`src/rtl/mem_req_ctrl.sv`:
```
// Request queue and single-outstanding-op sequencer for the single-port memory
// handshake; returns one tagged response pulse per completed or timed-out op.
module mem_req_ctrl #(
  parameter int ADDR_WIDTH     = 20,
  parameter int TAG_WIDTH      = 4,
  parameter int FIFO_DEPTH     = 4,
  parameter int TIMEOUT_CYCLES = 64
) (
  input  logic                  clk,
  input  logic                  rst,
  input  logic                  req_valid,
  output logic                  req_ready,
  input  logic                  req_we,
  input  logic [ADDR_WIDTH-1:0] req_addr,
  input  logic [31:0]           req_wdata,
  input  logic [TAG_WIDTH-1:0]  req_tag,
  output logic                  resp_valid,
  output logic                  resp_we,
  output logic                  resp_err,
  output logic [TAG_WIDTH-1:0]  resp_tag,
  output logic [31:0]           resp_rdata,
  output logic                  mem_cs,
  output logic                  mem_wr,
  output logic                  mem_re,
  output logic [ADDR_WIDTH-1:0] mem_addr,
  output logic [31:0]           mem_wdata,
  input  logic [31:0]           mem_rdata,
  input  logic                  mem_done,
  output logic                  busy
);

  localparam int PTR_W   = $clog2(FIFO_DEPTH);
  localparam int CNT_W   = $clog2(TIMEOUT_CYCLES) + 1;
  localparam int ENTRY_W = 1 + ADDR_WIDTH + 32 + TAG_WIDTH;

  localparam logic [PTR_W:0]   FULL_COUNT   = (PTR_W+1)'(FIFO_DEPTH);
  localparam logic [CNT_W-1:0] TIMEOUT_LAST = CNT_W'(TIMEOUT_CYCLES - 1);

  localparam logic [1:0] IDLE  = 2'd0;
  localparam logic [1:0] ISSUE = 2'd1;
  localparam logic [1:0] WAIT  = 2'd2;

  logic [ENTRY_W-1:0]    fifo_mem [FIFO_DEPTH];
  logic [PTR_W-1:0]      wr_ptr_reg;
  logic [PTR_W-1:0]      rd_ptr_reg;
  logic [PTR_W:0]        count_reg;

  logic [1:0]            state_reg;
  logic [1:0]            state_next;
  logic [CNT_W-1:0]      cnt_reg;

  logic                  op_we_reg;
  logic [ADDR_WIDTH-1:0] op_addr_reg;
  logic [31:0]           op_wdata_reg;
  logic [TAG_WIDTH-1:0]  op_tag_reg;

  logic                  resp_valid_reg;
  logic                  resp_we_reg;
  logic                  resp_err_reg;
  logic [TAG_WIDTH-1:0]  resp_tag_reg;
  logic [31:0]           resp_rdata_reg;

  logic push;
  logic pop;
  logic fifo_empty;
  logic timeout_hit;
  logic op_finish;

  // req_ready comes only from the registered count, so a pop this cycle
  // cannot open a slot for a push in the same cycle.
  assign fifo_empty  = (count_reg == '0);
  assign req_ready   = (count_reg != FULL_COUNT);
  assign push        = req_valid & req_ready;
  assign pop         = (state_reg == IDLE) & ~fifo_empty;
  assign timeout_hit = (state_reg == WAIT) & (cnt_reg == TIMEOUT_LAST);
  assign op_finish   = (state_reg == WAIT) & (mem_done | timeout_hit);

  always_ff @(posedge clk) begin
    if (push) begin
      fifo_mem[wr_ptr_reg] <= {req_we, req_addr, req_wdata, req_tag};
    end
  end

  always_ff @(posedge clk) begin
    if (rst) begin
      wr_ptr_reg <= '0;
      rd_ptr_reg <= '0;
      count_reg  <= '0;
    end else begin
      if (push) begin
        wr_ptr_reg <= wr_ptr_reg + PTR_W'(1);
      end
      if (pop) begin
        rd_ptr_reg <= rd_ptr_reg + PTR_W'(1);
      end
      case ({push, pop})
        2'b10:   count_reg <= count_reg + (PTR_W+1)'(1);
        2'b01:   count_reg <= count_reg - (PTR_W+1)'(1);
        default: count_reg <= count_reg;
      endcase
    end
  end

  always_comb begin
    state_next = state_reg;
    case (state_reg)
      IDLE:    if (!fifo_empty) state_next = ISSUE;
      ISSUE:   state_next = WAIT;
      WAIT:    if (mem_done || timeout_hit) state_next = IDLE;
      default: state_next = IDLE;
    endcase
  end

  always_ff @(posedge clk) begin
    if (rst) begin
      state_reg      <= IDLE;
      cnt_reg        <= '0;
      op_we_reg      <= 1'b0;
      op_addr_reg    <= '0;
      op_wdata_reg   <= '0;
      op_tag_reg     <= '0;
      resp_valid_reg <= 1'b0;
      resp_we_reg    <= 1'b0;
      resp_err_reg   <= 1'b0;
      resp_tag_reg   <= '0;
      resp_rdata_reg <= '0;
    end else begin
      state_reg <= state_next;

      if (pop) begin
        {op_we_reg, op_addr_reg, op_wdata_reg, op_tag_reg} <= fifo_mem[rd_ptr_reg];
      end

      if (state_reg == ISSUE) begin
        cnt_reg <= '0;
      end else if (state_reg == WAIT) begin
        cnt_reg <= cnt_reg + CNT_W'(1);
      end

      // Response fields are zero outside the pulse; a done on the last
      // timeout cycle still counts as a normal completion.
      resp_valid_reg <= 1'b0;
      resp_we_reg    <= 1'b0;
      resp_err_reg   <= 1'b0;
      resp_tag_reg   <= '0;
      resp_rdata_reg <= '0;
      if (op_finish) begin
        resp_valid_reg <= 1'b1;
        resp_we_reg    <= op_we_reg;
        resp_err_reg   <= ~mem_done;
        resp_tag_reg   <= op_tag_reg;
        resp_rdata_reg <= (mem_done && !op_we_reg) ? mem_rdata : 32'd0;
      end
    end
  end

  assign mem_cs    = (state_reg == ISSUE) | (state_reg == WAIT);
  assign mem_wr    = (state_reg == ISSUE) & op_we_reg;
  assign mem_re    = (state_reg == ISSUE) & ~op_we_reg;
  assign mem_addr  = mem_cs ? op_addr_reg : '0;
  assign mem_wdata = mem_cs ? op_wdata_reg : 32'd0;

  assign resp_valid = resp_valid_reg;
  assign resp_we    = resp_we_reg;
  assign resp_err   = resp_err_reg;
  assign resp_tag   = resp_tag_reg;
  assign resp_rdata = resp_rdata_reg;

  assign busy = (state_reg != IDLE) | ~fifo_empty;

endmodule

```
`config.mk`:
```
export PLATFORM = sky130hd
export DESIGN_NAME = mem_req_ctrl
export DESIGN_NICKNAME = d
export VERILOG_FILES = /design/src/rtl/mem_req_ctrl.sv
export SDC_FILE = /design/constraint.sdc
export NUM_CORES = 1
export LEC_CHECK = 0
export BUFFER_PORTS_ARGS = -buffer_cell sky130_fd_sc_hd__buf_2
export CAP_MARGIN = 20
export CORE_AREA = 2 2 153 155
export DETAILED_ROUTE_END_ITERATION = 10
export DIE_AREA = 0 0 155 157
export GPL_ROUTABILITY_DRIVEN = 0
export GPL_TIMING_DRIVEN = 0
export PLACE_DENSITY = 0.78
export SYNTH_ARGS = -nofsm -noshare
export SYNTH_HDL_FRONTEND = slang
export SYNTH_SLANG_ARGS = --single-unit
```
`constraint.sdc`:
```
create_clock -name clk -period 3.6 [get_ports clk]
set_clock_uncertainty 0.15 [all_clocks]
set_input_delay 0.72 -clock clk [delete_from_list [all_inputs] [get_ports clk]]
set_output_delay 0.72 -clock clk [all_outputs]
set_load 0.03 [all_outputs]
```
Word-level counts from Yosys, hierarchy flattened:

Memory sizes are Yosys's and may differ from the RTL's. A register that Yosys moved wholly into a read port is not among the register bits.
Cells that the tools add are included.

* output and inout port bits: 96
* bits in latches: 0
* logic and storage cells: 58
* memories: 1
* memory bits (writable): 228
* memory bits (read-only): 0
* flip-flop bits (word level): 55

* $add $sub $neg: 5
* order comparisons: 0
* $mul: 0
* reduce and logical (&&, ||, !) cells: 11
* equal/unequal tests: 8
* bitwise gates (word level): 14
* div/mod/pow operators: 0
* multiplexer cells: 9
* shift operators: 0

Memories
* fifo_mem: words 4, bits a word 57, read ports 1, clocked after Yosys merged registers in 1, wr ports 1, RTL line 43 `logic [ENTRY_W-1:0] fifo_mem [FIFO_DEPTH];`

Operator list (count)
* $mux W32: 1
* $mux W20: 1
* $add A7 B1 Y7 const B: 1
* $eq A7 B6 Y1 const B: 1
* $and A1 B1 Y1: 6
* $pmux W2 S3: 1
* $pmux W3 S2: 1
* $not A1 Y1: 5
* $add A2 B1 Y2 const B: 2
* $eq A2 B1 Y1 const B: 2
* $eq A2 B2 Y1 const B: 2
* $mux W2: 2
* $ne A2 B2 Y1 const B: 2
* $reduce_bool A2 Y1: 2
* $reduce_or A2 Y1: 2
* $add A3 B1 Y3 const B: 1
* $logic_not A3 Y1: 1
* $mux W1: 3
* $ne A3 B3 Y1 const B: 1
* $or A1 B1 Y1: 3
* $reduce_or A3 Y1: 1
* $sub A3 B1 Y3 const B: 1
* $logic_not A2 Y1: 1
* $reduce_and A2 Y1: 1
* other kinds (3): 3

Depth between registers and ports, before layout:

Gate-level depths: netlist of run 1.

* depth in word-level cells: 6
* mapped depth: 11
* depth with buffers taken out: 10

Least setup slack after synthesis of run 1:

OpenSTA, ideal clock, no wires.

* kind: flip-flop to flip-flop
* from: register count_reg[0]
* to: memory fifo_mem[0][0] in the netlist's numbering, enable pin
* setup slack: 0.872 ns
* clock period less this slack: 2.728 ns
* arrival: 2.157 ns
* cell stages (with the launch flop): 3
* setup time: 0.421 ns
* cells stage by stage: dfxtp_1 or3b_1 and3_1

* cells in the longest elaborated chain, start to end: 4

RTL lines
* start, declared: RTL line 46 `logic [PTR_W:0] count_reg;`
* start signal, assigned: RTL line 97 `2'b10: count_reg <= count_reg + (PTR_W+1)'(1);`
* start signal, assigned: RTL line 98 `2'b01: count_reg <= count_reg - (PTR_W+1)'(1);`
* start signal, assigned: RTL line 99 `default: count_reg <= count_reg;`
* $ne A3 B3 Y1: RTL line 72 `assign req_ready = (count_reg != FULL_COUNT);`
* net req_ready: RTL line 12 `output logic req_ready,`
* $and A1 B1 Y1: RTL line 73 `assign push = req_valid & req_ready;`
* $mux W1: RTL line 79 `if (push) begin`
* $mux W1 (implied by the code): RTL line 80 `fifo_mem[wr_ptr_reg] <= {req_we, req_addr, req_wdata, req_tag};`
* end, declared: RTL line 43

The timed path passes the listed nets, and every way through them passes these cells.

Final worst setup path of run 1:

* from: register state_reg[1]
* to: output mem_addr[16]

* cells in the longest elaborated chain, start to end: 3
* elaborated cells between the ends (all ways): 4

RTL lines
* start, declared: RTL line 48 `logic [1:0] state_reg;`
* start signal, assigned: RTL line 128 `state_reg <= state_next;`
* $eq A2 B1 Y1 / $eq A2 B2 Y1 (equally long branches): RTL line 157 `assign mem_cs = (state_reg == ISSUE) | (state_reg == WAIT);`
* $or A1 B1 Y1 *: RTL line 157
* $mux W20 *: RTL line 160 `assign mem_addr = mem_cs ? op_addr_reg : '0;`
* end, declared: RTL line 25 `output logic [ADDR_WIDTH-1:0] mem_addr,`

Mark *: on every way between the ends. The rest lies on a longest branch, timed or not.

==> reports/qor.csv, run 1 <==
stage,metric,value,unit
power,vdd.ir_drop.worst,0.4786,mV
power,leakage,5.555,nW
global_routing,gr_util_all_layers,20.87,%
floorplan,design.portCount,189,
clock_tree,clk_pin_slew_worst_paths,0.05,ns
clock_tree,root_buffer,sky130_fd_sc_hd__clkbuf_16,
worst_setup_path,setup.reg_to_reg.worst_slack,0.91,ns
logic_synthesis,synth-main-ff-cell,sky130_fd_sc_hd__edfxtp_1,
logic_synthesis,postSynthAreaPerCell,15.93,µm²
clock_tree,postCtsSetupBuffers,0,
worst_setup_path,reg2reg_from,state_reg[1],
clock_tree,clock_tree.buffer_depth,3,
job,maxcap_violations,0,
layout,largest_register_ff_count,228,
placed_design,buffer_ports.inserted,188,
sta,period_share,92.81,%
clock_tree,clkLatencyLatePin,0.51,ns
worst_setup_path,critPathBufInv,3,
logic_synthesis,fraction_of_synthesis_flops_using_an_asynchronous_set_or_reset_pin,0,%
global_routing,antenna_found_initial,5,
clock_tree,cts_made_buffers,35,
logic_synthesis,ys_top_cells_by_area,"sky130_fd_sc_hd__edfxtp_1 55%, sky130_fd_sc_hd__dfxtp_1 18%, sky130_fd_sc_hd__mux4_2 10%",
logic_synthesis,yosys_warnings,0,
worst_setup_path,crit_chain,"inv_1, ha_1, clkbuf_1, and2_1, buf_2",
outcome,run_status,finished clean,
route,initialDrtViolationCount,395,
logic_synthesis,synth_largest_type_area_fraction,54.91,%
route,total_routed_wirelength,24900,µm
worst_setup_path,worst_path_max_delay_cell,sky130_fd_sc_hd__ha_1,
route,drcViolationCount,0,
floorplan,die-height,157,µm
floorplan,die_w,155,µm
floorplan,die_area,24340,µm²
logic_synthesis,postSynthCellCount,783,
route,viasPerCell,5.271,
sta,final-max-slew-violation-count,0,
worst_hold_path,worst_hold_startpoint,mem_rdata[15],
global_routing,grt_overflow,0,
sta,timing.max_slew.rel_slack,37.25,%
floorplan,core_area,22500,µm²
logic_synthesis,mappedNetlistNets,887,
layout,nets,1112,
logic_synthesis,synth-seq-cells,340,
worst_setup_path,cp.required,2.73,ns
worst_setup_path,worst_setup_path_start_kind,flip-flop,
layout,area_growth,19.06,%
power,power.density,767.8,nW/µm²
sta,final.min_clock_period,3.341,ns
logic_synthesis,ys_types,37,
logic_synthesis,register_area_share_after_synthesis,72.89,%
layout,fill_cells,1615,
clock_tree,numClockSinks,340,
sta,finalHoldViolCount,0,
global_routing,grt_start_max_net_pins,58,
floorplan,row_count,55,
sta,achievable-frequency,299.3,MHz
clock_tree,clock_tree_from_tritoncts,yes,
route,routedWlPerCell,18.88,µm
global_routing,wire_length_of_the_first_global_routing_pass,38450,µm
worst_setup_path,timing.reg2reg.worst_path_depth,11,
sta,setup_tns,0,ns
worst_setup_path,worst-endpoint-arrival,2.47,ns
layout,final_layout_size_suffix_gt1_share,31.20,%
worst_setup_path,criticalPathCategory,reg2out,
clock_tree,cts.htree.levels,2,
route,route.vias.total,6952,
sta,worst-slew-pin-transition,0.9413,ns
worst_setup_path,critical_path.reg2reg.endpoint,count_reg[2],
worst_hold_path,min_path_type,in2reg,
sta,grt_setup_unrepaired,false,
route,drt_pre_antenna_iters,4,
layout,finish.utilization,65.98,%
worst_hold_path,min_delay_worst_endpoint,resp_rdata[15],
route,drt.antenna.violating_nets,0,
logic_synthesis,synthDominantAreaCellType,sky130_fd_sc_hd__edfxtp_1,
worst_hold_path,min_path_cells,2,
worst_setup_path,critical_path.max_fanout,10,
worst_setup_path,critPathCaptureType,primary output,
global_routing,first_global_vias,7167,
logic_synthesis,number_of_synthesized_flops_with_an_enable_pin,228,
worst_setup_path,critical-path-max-stage-delay,0.57,ns
floorplan,start_util,55.41,%
sta,setup_violations,0,
logic_synthesis,post_syn_area,12470,µm²
worst_setup_path,critical-path-top-delay-family,buffers and inverters,
placed_design,detailedPlacementHpwl,15440,µm
[report_power, final]
group	switching (mW)	total, mW	internal (mW)
Sequential	0.215	5.07	4.86
Clock	1.38	3.35	1.97
Combinational	1.89	2.98	1.09
[cell families (layout without fill, tap and decap cells)]
kind of cell	count (synthesis)	after routing	share of synthesized area (%)
simple gates	242	242	9.673
buf+inv	53	302	2.278
xor+xnor	9	9	0.6322
mux	58	58	10.38
compound gates	70	70	2.990
flops	340	340	72.89
other cells	0	2	0
fa+ha+maj	11	11	1.164
[synthesized netlist by cell type (2+ instances only)]
cell,number
sky130_fd_sc_hd__edfxtp_1,228
sky130_fd_sc_hd__nand2_1,120
sky130_fd_sc_hd__dfxtp_1,112
sky130_fd_sc_hd__and2_1,91
sky130_fd_sc_hd__a21oi_1,61
sky130_fd_sc_hd__mux4_2,57
sky130_fd_sc_hd__clkbuf_1,16
sky130_fd_sc_hd__nor2_1,12
sky130_fd_sc_hd__ha_1,10
sky130_fd_sc_hd__inv_1,10
sky130_fd_sc_hd__buf_2,9
sky130_fd_sc_hd__buf_4,9
sky130_fd_sc_hd__xor2_1,6
sky130_fd_sc_hd__buf_1,5
sky130_fd_sc_hd__and3_1,4
sky130_fd_sc_hd__o31ai_1,3
sky130_fd_sc_hd__xnor2_1,3
sky130_fd_sc_hd__buf_12,2
sky130_fd_sc_hd__nand2b_1,2
sky130_fd_sc_hd__nand4_1,2
sky130_fd_sc_hd__nor2b_1,2
sky130_fd_sc_hd__o2111ai_1,2
sky130_fd_sc_hd__o21ai_0,2
sky130_fd_sc_hd__or3_1,2
[cell type report]
| class | instances | area [µm²] | area share (%) |
|---|---|---|---|
| Inverter | 11 | 41.29 | 0.2781 |
| Multi-Input combinational cell | 390 | 3117 | 20.99 |
| Clock buffer | 49 | 939.7 | 6.329 |
| Timing Repair Buffer | 188 | 940.9 | 6.337 |
| Tap cell | 285 | 356.6 | 2.402 |
| Antenna cell | 2 | 5.005 | 0.03371 |
| Sequential cell | 340 | 9089 | 61.22 |
| Buffer | 42 | 244.0 | 1.643 |
| Clock inverter | 12 | 113.9 | 0.7669 |
[metrics by stage]
stage / instances / total power, mW / setup WS (ns) / cell area (µm²) / hold slack (ns)
2_1_floorplan: 783 / 7.217 / 0.8719 / 12470 / 0.2796
3_3_place_gp: 1256 / 8.117 / -0.2365 / 13770 / 0.2872
3_5_place_dp: 1256 / 8.173 / 0.5954 / 13790 / 0.2927
4_1_cts: 1317 / 11.53 / 0.05210 / 14840 / 0.2442
5_1_grt: 1318 / 11.98 / 0.09284 / 14840 / 0.2603
6_report: 1319 / 11.40 / 0.2587 / 14850 / 0.2663
[cell usage in the layout (no fill, tap or decap), types with 9 or more instances in the layout]
master,count
sky130_fd_sc_hd__clkbuf_1,27
sky130_fd_sc_hd__nor2_1,12
sky130_fd_sc_hd__clkbuf_16,35
sky130_fd_sc_hd__buf_4,9
sky130_fd_sc_hd__nand2_1,120
sky130_fd_sc_hd__edfxtp_1,228
sky130_fd_sc_hd__mux4_2,57
sky130_fd_sc_hd__a21oi_1,61
sky130_fd_sc_hd__inv_1,10
sky130_fd_sc_hd__dfxtp_1,112
sky130_fd_sc_hd__and2_1,91
sky130_fd_sc_hd__ha_1,10
sky130_fd_sc_hd__buf_2,197
[layer usage]
| metal | vias up | global-route usage [%] | wire, µm |
|---|---|---|---|
| met5 | - | 0 | 27 |
| met4 | 4 | 6.570 | 556 |
| met3 | 44 | 5.039 | 1717 |
| met2 | 221 | 37.08 | 12480 |
| met1 | 3384 | 25.36 | 10110 |
| li1 | 3299 | - | - |
[worst max-delay path by stage]
stage | startpoint | end | slack [ns] | cells after the start
6_report | state_reg[1] | mem_addr[16] | 0.26 | 5
5_1_grt | state_reg[1] | mem_addr[16] | 0.09 | 5
3_5_place_dp | state_reg[1] | mem_addr[8] | 0.60 | 5
2_1_floorplan | count_reg[0] | fifo_mem[0][0] | 0.87 | 2
3_3_place_gp | req_valid | fifo_mem[1][12] | -0.24 | 2
4_1_cts | state_reg[1] | mem_addr[8] | 0.05 | 5
[worst register-to-register path: stages, from the launching register on]
cell	delay, ns
sky130_fd_sc_hd__dfxtp_1	0.32
sky130_fd_sc_hd__inv_1	0.13
sky130_fd_sc_hd__ha_1	0.20
sky130_fd_sc_hd__nand2b_1	0.12
sky130_fd_sc_hd__inv_2	0.18
sky130_fd_sc_hd__buf_2	0.26
sky130_fd_sc_hd__ha_1	0.22
sky130_fd_sc_hd__inv_1	0.06
sky130_fd_sc_hd__fa_1	0.38
sky130_fd_sc_hd__xor2_1	0.16
sky130_fd_sc_hd__or3_1	0.30
sky130_fd_sc_hd__a21oi_1	0.14
[what timing repair did]
item                                    in CTS  in global routing
hold buffers                                 0                  0
gates resized for setup                      0                  2
endpoints found under the setup margin       0                  4
Power figures use the tool's default switching activity.
==> run 2: changes to the inputs <==
Settings changed: CORE_AREA 2 2 153 155 to 2 2 146 148, CTS_CLUSTER_DIAMETER from default to 200, DIE_AREA 0 0 155 157 to 0 0 148 150, PLACE_DENSITY 0.78 to 0.84.
Clock period 3.6 ns to 4 ns, I/O delays scaled along.
==> run 2 against run 1 <==
  * Combinational power decreased by 11%
  * Worst setup slack better by 0.31 ns
  * Global-route usage is 1.3 points higher
  * Count of clock-buffer cells in the layout fell by 3
==> reports/qor.csv, run 2 (same netlist as run 1, synthesis figures left out) <==
stage,metric,value,unit,change
power,sw_frac_of_total,30.80,%,+0.24 points
route,drt.antenna.violating_nets,0,,unchanged
global_routing,grt_start_max_net_pins,58,,unchanged
sta,achievable-frequency,291.2,MHz,
power,power.share.clock,29.0,%,-0.4 points
clock_tree,ctsResizeCount,0,,unchanged
global_routing,wire_length_of_the_first_global_routing_pass,37250,µm,-3.1%
global_routing,gr_util_all_layers,22.20,%,+1.3 points
sta,grt_setup_unrepaired,false,,
power,fin_total_pwr,10.19,mW,-11%
sta,timing.max_slew.rel_slack,39.23,%,+2.0 points
worst_setup_path,cp.required,3.05,ns,+0.32 ns
worst_setup_path,worst_setup_path_start_kind,flip-flop,,
route,viasPerCell,5.383,,+2.1%
clock_tree,cts-hold-fix-buffers,0,,unchanged
sta,finalHoldViolCount,0,,unchanged
global_routing,grt_overflow,0,,unchanged
floorplan,die_w,148,µm,-4.5%
route,total_routed_wirelength,24490,µm,-1.7%
floorplan,die_area,22200,µm²,-8.8%
worst_setup_path,critPathCaptureType,primary output,,
clock_tree,cts.htree.levels,2,,unchanged
worst_setup_path,worst-endpoint-arrival,2.48,ns,about the same
route,initialDrtViolationCount,441,,+12%
route,route.vias.total,7063,,+1.6%
layout,fill_cells,1355,,-16%
layout,largest_register_ff_count,228,,unchanged
power,intPower,7.049,mW,-11%
worst_setup_path,criticalPathCategory,reg2out,,
route,drcViolationCount,0,,unchanged
floorplan,row_count,53,,-3.6%
clock_tree,root_buffer,sky130_fd_sc_hd__clkbuf_16,,
placed_design,detailedPlacementHpwl,15440,µm,about the same
power,power.density,686.7,nW/µm²,-11%
floorplan,start_util,60.27,%,+4.9 points
layout,layout.cells.most_common,sky130_fd_sc_hd__edfxtp_1,,
power,leakage,5.544,nW,-0.20%
layout,finish.utilization,71.69,%,+5.7 points
job,maxcap_violations,0,,unchanged
clock_tree,clkLatencyLatePin,0.51,ns,about the same
global_routing,first_global_vias,7070,,-1.4%
clock_tree,numClockSinks,340,,unchanged
layout,area_growth,18.95,%,about the same
power,switchingPower,3.137,mW,-9.9%
power,pwr-share-comb,26.1,%,about the same
sta,setup_tns,0,ns,unchanged
sta,final.min_clock_period,3.434,ns,
clock_tree,cts_made_buffers,34,,-2.9%
global_routing,antenna_found_initial,5,,unchanged
sta,setup_violations,0,,unchanged
floorplan,design.portCount,189,,unchanged
power,power.share.sequential,44.9,%,+0.4 points
sta,period_share,85.85,%,
worst_setup_path,critical_path.max_fanout,10,,unchanged
placed_design,buffer_ports.inserted,188,,unchanged
layout,multi_input_comb_area,3117,µm²,unchanged
layout,register_area,9089,µm²,unchanged
layout,mostFrequentLayoutCells,"228 x sky130_fd_sc_hd__edfxtp_1, 197 x sky130_fd_sc_hd__buf_2, 120 x sky130_fd_sc_hd__nand2_1, 112 x sky130_fd_sc_hd__dfxtp_1, 91 x sky130_fd_sc_hd__and2_1",,
sta,final-max-slew-violation-count,0,,unchanged
power,vdd.ir_drop.worst,0.5434,mV,+14%
clock_tree,clk_pin_slew_worst_paths,0.06,ns,about the same
worst_hold_path,min_path_type,reg2reg,,
floorplan,core_area,20690,µm²,-8.1%
clock_tree,postCtsSetupBuffers,0,,unchanged
route,routedWlPerCell,18.66,µm,-1.1%
clock_tree,clock_tree_from_tritoncts,yes,,
layout,nets,1111,,-0.090%
clock_tree,clock_tree.buffer_depth,3,,unchanged
outcome,run_status,finished clean,,
layout,final_layout_size_suffix_gt1_share,31.30,%,+0.097 points
floorplan,die-height,150,µm,-4.5%
worst_setup_path,setup.reg_to_reg.worst_slack,1.24,ns,+0.33 ns
sta,worst-slew-pin-transition,0.9116,ns,-0.02966 ns
route,drt_pre_antenna_iters,5,,+1
[run 2: changes by cell type in the layout (fill, tap and decap cells not counted), sizes merged]
cell      before  now
bufinv         2    0
clkbuf        65   62
clkinv         8   11
clkinvlp       1    3
diode          2    5
[run 2: power groups by stage]
stage          registers, mW  logic (mW)  clock network (mW)
6_report                4.57        2.66                2.95
3_5_place_dp            4.65        2.69                   0
4_1_cts                 4.58        2.71                3.00
3_3_place_gp            4.64        2.63                   0
2_1_floorplan           4.61        1.88                   0
5_1_grt                 4.63        2.92                3.13
[run 2: final cells by class]
cell class | count | share of cell area (%)
diodes | 5 | 0.08435
plain buffers | 42 | 1.636
clock buffers | 46 | 6.520
clock inverters | 15 | 0.5314
inverters | 11 | 0.2784
multi-input cells | 390 | 21.01
flip-flops and latches | 340 | 61.27
well taps | 275 | 2.320
repair buffers | 188 | 6.343
[run 2: critical path: stages (launching register included)]
cell,delay [ns]
sky130_fd_sc_hd__dfxtp_1,0.33
sky130_fd_sc_hd__inv_1,0.11
sky130_fd_sc_hd__ha_1,0.51
sky130_fd_sc_hd__clkbuf_1,0.54
sky130_fd_sc_hd__and2_1,0.27
sky130_fd_sc_hd__buf_2,0.22
[run 2: routing by layer]
metal | vias up | part of all wire, % | GRT usage [%]
li1 | 3307 | - | -
met1 | 3464 | 39 | 27.73
met2 | 255 | 51 | 38.59
met3 | 35 | 7.9 | 5.915
met4 | 2 | 2.0 | 6.286
met5 | - | 0.053 | 0
[run 2: through the flow]
stage | cells | cell area [µm²] | hold slack (ns) | setup WS, ns
6_report | 1312 | 14830 | 0.2990 | 0.5660
5_1_grt | 1309 | 14830 | 0.3148 | 0.4029
4_1_cts | 1307 | 14820 | 0.3006 | 0.5140
3_5_place_dp | 1246 | 13770 | 0.2923 | 1.063
3_3_place_gp | 1246 | 13750 | 0.2866 | 0.1624
2_1_floorplan | 783 | 12470 | 0.2796 | 1.241
[run 2: final timing paths]
check / from / end / depth (start not counted)
min: op_wdata_reg[2] / op_wdata_reg[2] / 2
max: state_reg[0] / mem_addr[15] / 5
min reg2reg: op_wdata_reg[2] / op_wdata_reg[2] / 2
max reg2reg: state_reg[0] / count_reg[2] / 11
==> run 3: changes to the inputs <==
Settings changed: CORE_AREA 2 2 146 148 to 2 2 144 146, CTS_BUF_LIST from default to sky130_fd_sc_hd__clkbuf_4 sky130_fd_sc_hd__clkbuf_8, DIE_AREA 0 0 148 150 to 0 0 146 148, PLACE_DENSITY 0.84 to 0.86.
==> run 3 against run 2 <==
  * Worst hold slack got worse by 0.0051 ns
  * Non-clock buffer count did not move
  * Register-to-register slack got worse by 0.03 ns
  * Wire length rose by 6.5%
  * Combinational power rose by 2%
  * Worst setup slack got worse by 0.16 ns
  * Count of clock-buffer cells in the layout rose by 29
  * Highest routed layer unchanged
  * Sequential share of layout area fell by 0.17 points
  * Flip-flop and latch count did not move
  * Critical path depth did not move
  * Final area rose by 0.28%
  * Critical path type unchanged
==> reports/qor.csv, run 3 (same netlist as run 1, synthesis figures left out) <==
stage,metric,value,unit,change
worst_setup_path,worst-endpoint-arrival,2.65,ns,+0.17 ns
power,leakage,5.631,nW,+1.6%
worst_setup_path,critPathCaptureType,primary output,,
global_routing,grt.met1_usage,28.50,%,+0.76 points
worst_setup_path,worst_setup_path_start_kind,flip-flop,,
worst_setup_path,cp.required,3.05,ns,about the same
sta,finalHoldWorstSlack,0.2938,ns,-0.005135 ns
worst_setup_path,critical-path-max-stage-delay,0.59,ns,+0.05 ns
sta,finalHoldViolCount,0,,unchanged
clock_tree,clock_tree_from_tritoncts,yes,,
route,drt.antenna.violating_nets,0,,unchanged
clock_tree,postCtsSetupBuffers,0,,unchanged
layout,mostFrequentLayoutCells,"228 x sky130_fd_sc_hd__edfxtp_1, 197 x sky130_fd_sc_hd__buf_2, 120 x sky130_fd_sc_hd__nand2_1, 112 x sky130_fd_sc_hd__dfxtp_1, 91 x sky130_fd_sc_hd__and2_1",,
floorplan,core_area,20040,µm²,-3.1%
clock_tree,numClockSinks,340,,unchanged
worst_setup_path,timing.reg2reg.worst_path_depth,11,,unchanged
layout,fill_cells,1237,,-8.7%
worst_setup_path,worstSetupEndpoint,mem_addr[7],,
clock_tree,ctsResizeCount,0,,unchanged
layout,nets,1129,,+1.6%
worst_setup_path,criticalPathCategory,reg2out,,
layout,final_cell_count_no_fill,1340,,+2.1%
worst_setup_path,critical-path-top-delay-family,buffers and inverters,,
route,viasPerCell,5.440,,+1.1%
global_routing,grt_start_max_net_pins,58,,unchanged
job,maxcap_violations,0,,unchanged
layout,largest_register_ff_count,228,,unchanged
global_routing,wire_length_of_the_first_global_routing_pass,39970,µm,+7.3%
clock_tree,cts-hold-fix-buffers,0,,unchanged
sta,setup_tns,0,ns,unchanged
global_routing,antenna_found_initial,2,,-3
layout,layout.cells.most_common,sky130_fd_sc_hd__edfxtp_1,,
route,drcViolationCount,0,,unchanged
layout,final_layout_size_suffix_gt1_share,34.05,%,+2.8 points
floorplan,start_util,62.23,%,+2.0 points
placed_design,number_of_placed_instances_taps_included,1241,,-0.40%
clock_tree,clkLatencyLatePin,0.56,ns,+0.05 ns
worst_setup_path,setup.reg_to_reg.worst_slack,1.21,ns,-0.03 ns
global_routing,most_congested_layer_reported_by_global_routing,met2,,
floorplan,die-height,148,µm,-1.3%
clock_tree,cts.htree.levels,2,,unchanged
global_routing,gr_util_all_layers,24.40,%,+2.2 points
sta,achievable-frequency,278.0,MHz,-4.5%
worst_hold_path,min_path_type,in2reg,,
global_routing,grt_use_met3,5.494,%,-0.42 points
worst_setup_path,critical_path.max_fanout,10,,unchanged
worst_setup_path,critical_path.reg2reg.endpoint,count_reg[2],,
route,routedWlPerCell,19.47,µm,+4.3%
outcome,run_status,finished clean,,
sta,timing.max_slew.rel_slack,39.30,%,+0.078 points
power,power.density,687.5,nW/µm²,+0.12%
sta,final.min_clock_period,3.597,ns,+0.1630 ns
sta,final-max-slew-violation-count,0,,unchanged
worst_setup_path,worst_path_max_delay_cell,sky130_fd_sc_hd__ha_1,,
route,route.vias.total,7290,,+3.2%
floorplan,row_count,52,,-1.9%
layout,register_area,9089,µm²,unchanged
sta,grt_setup_unrepaired,false,,
route,total_routed_wirelength,26090,µm,+6.5%
global_routing,grt_overflow,0,,unchanged
route,initialDrtViolationCount,501,,+14%
floorplan,design.portCount,189,,unchanged
sta,worst-slew-pin-transition,0.9104,ns,-0.001165 ns
worst_setup_path,critPathBufInv,3,,unchanged
sta,setup_violations,0,,unchanged
clock_tree,cts_made_buffers,52,,+53%
layout,area_growth,19.29,%,
placed_design,detailedPlacementHpwl,16470,µm,+6.7%
sta,period_share,89.93,%,+4.1 points
worst_setup_path,reg2reg_from,state_reg[0],,
floorplan,die_area,21610,µm²,-2.7%
worst_setup_path,startpoint,state_reg[0],,
global_routing,use_met2,44.69,%,+6.1 points
placed_design,buffer_ports.inserted,188,,unchanged
global_routing,first_global_vias,7544,,+6.7%
clock_tree,clk_pin_slew_worst_paths,0.06,ns,about the same
clock_tree,root_buffer,sky130_fd_sc_hd__clkbuf_8,,
worst_setup_path,critical_path_cell_count,5,,unchanged
route,drt_pre_antenna_iters,4,,-1
floorplan,die_w,146,µm,-1.4%
layout,multi_input_comb_area,3117,µm²,unchanged
clock_tree,clock_tree.buffer_depth,3,,unchanged
power,vdd.ir_drop.worst,0.4050,mV,-25%
worst_setup_path,crit_chain,"inv_1, ha_1, clkbuf_1, and2_1, buf_2",,
-- run 3: worst register-to-register path: stages (launching register included) --
cell and delay (ns):
sky130_fd_sc_hd__dfxtp_1 0.32, sky130_fd_sc_hd__inv_1 0.13, sky130_fd_sc_hd__ha_1 0.23, sky130_fd_sc_hd__nand2b_1 0.15, sky130_fd_sc_hd__inv_2 0.19, sky130_fd_sc_hd__buf_2 0.28
sky130_fd_sc_hd__ha_1 0.23, sky130_fd_sc_hd__inv_1 0.06, sky130_fd_sc_hd__fa_1 0.37, sky130_fd_sc_hd__xor2_1 0.16, sky130_fd_sc_hd__or3_1 0.30, sky130_fd_sc_hd__a21oi_1 0.15
-- run 3: area by class of cell --
class                      count  share of cell area (%)
buffer                        42                   1.632
multi-input combinational    390                   20.95
sequential                   340                   61.10
inverter                      11                  0.2776
clock buffer                  75                   6.351
clock inverter                23                   1.068
tap                          270                   2.271
antenna                        1                 0.01682
timing repair buffer         188                   6.326
-- run 3: how the worst min path moves through the flow --
stage                   start              to  slack [ns]  depth (start not counted)
2_1_floorplan   op_tag_reg[0]     resp_tag[0]        0.28                          1
3_3_place_gp   op_addr_reg[7]  op_addr_reg[7]        0.29                          2
3_5_place_dp   op_addr_reg[9]  op_addr_reg[9]        0.29                          2
4_1_cts         mem_rdata[24]  resp_rdata[24]        0.26                          2
5_1_grt         mem_rdata[24]  resp_rdata[24]        0.27                          2
6_report        mem_rdata[29]  resp_rdata[29]        0.29                          2
-- run 3: metal layers --
metal / up-vias / share of wire [%] / wire length [µm]
li1: 3341 / - / -
met3: 62 / 6.7 / 1748
met4: 2 / 2.7 / 714
met5: - / 0.050 / 13
met1: 3581 / 38 / 9894
met2: 304 / 53 / 13710
-- run 3: report_power, final --
| part | total [mW] | internal, mW | switching [mW] |
|---|---|---|---|
| Sequential | 4.59 | 4.38 | 0.218 |
| Combinational | 2.70 | 0.979 | 1.72 |
| Clock | 2.94 | 1.66 | 1.28 |
-- run 3: per-stage QoR --
step	total power [mW]	instance area [µm²]	setup WS (ns)	util, %
floorplan	6.495	12470	1.241	-
global route	10.72	14870	0.3043	74.21
detailed placement	7.369	13770	1.020	68.71
CTS	10.32	14870	0.3521	74.21
global placement	7.264	13750	0.1956	68.61
finish	10.23	14870	0.4029	74.23
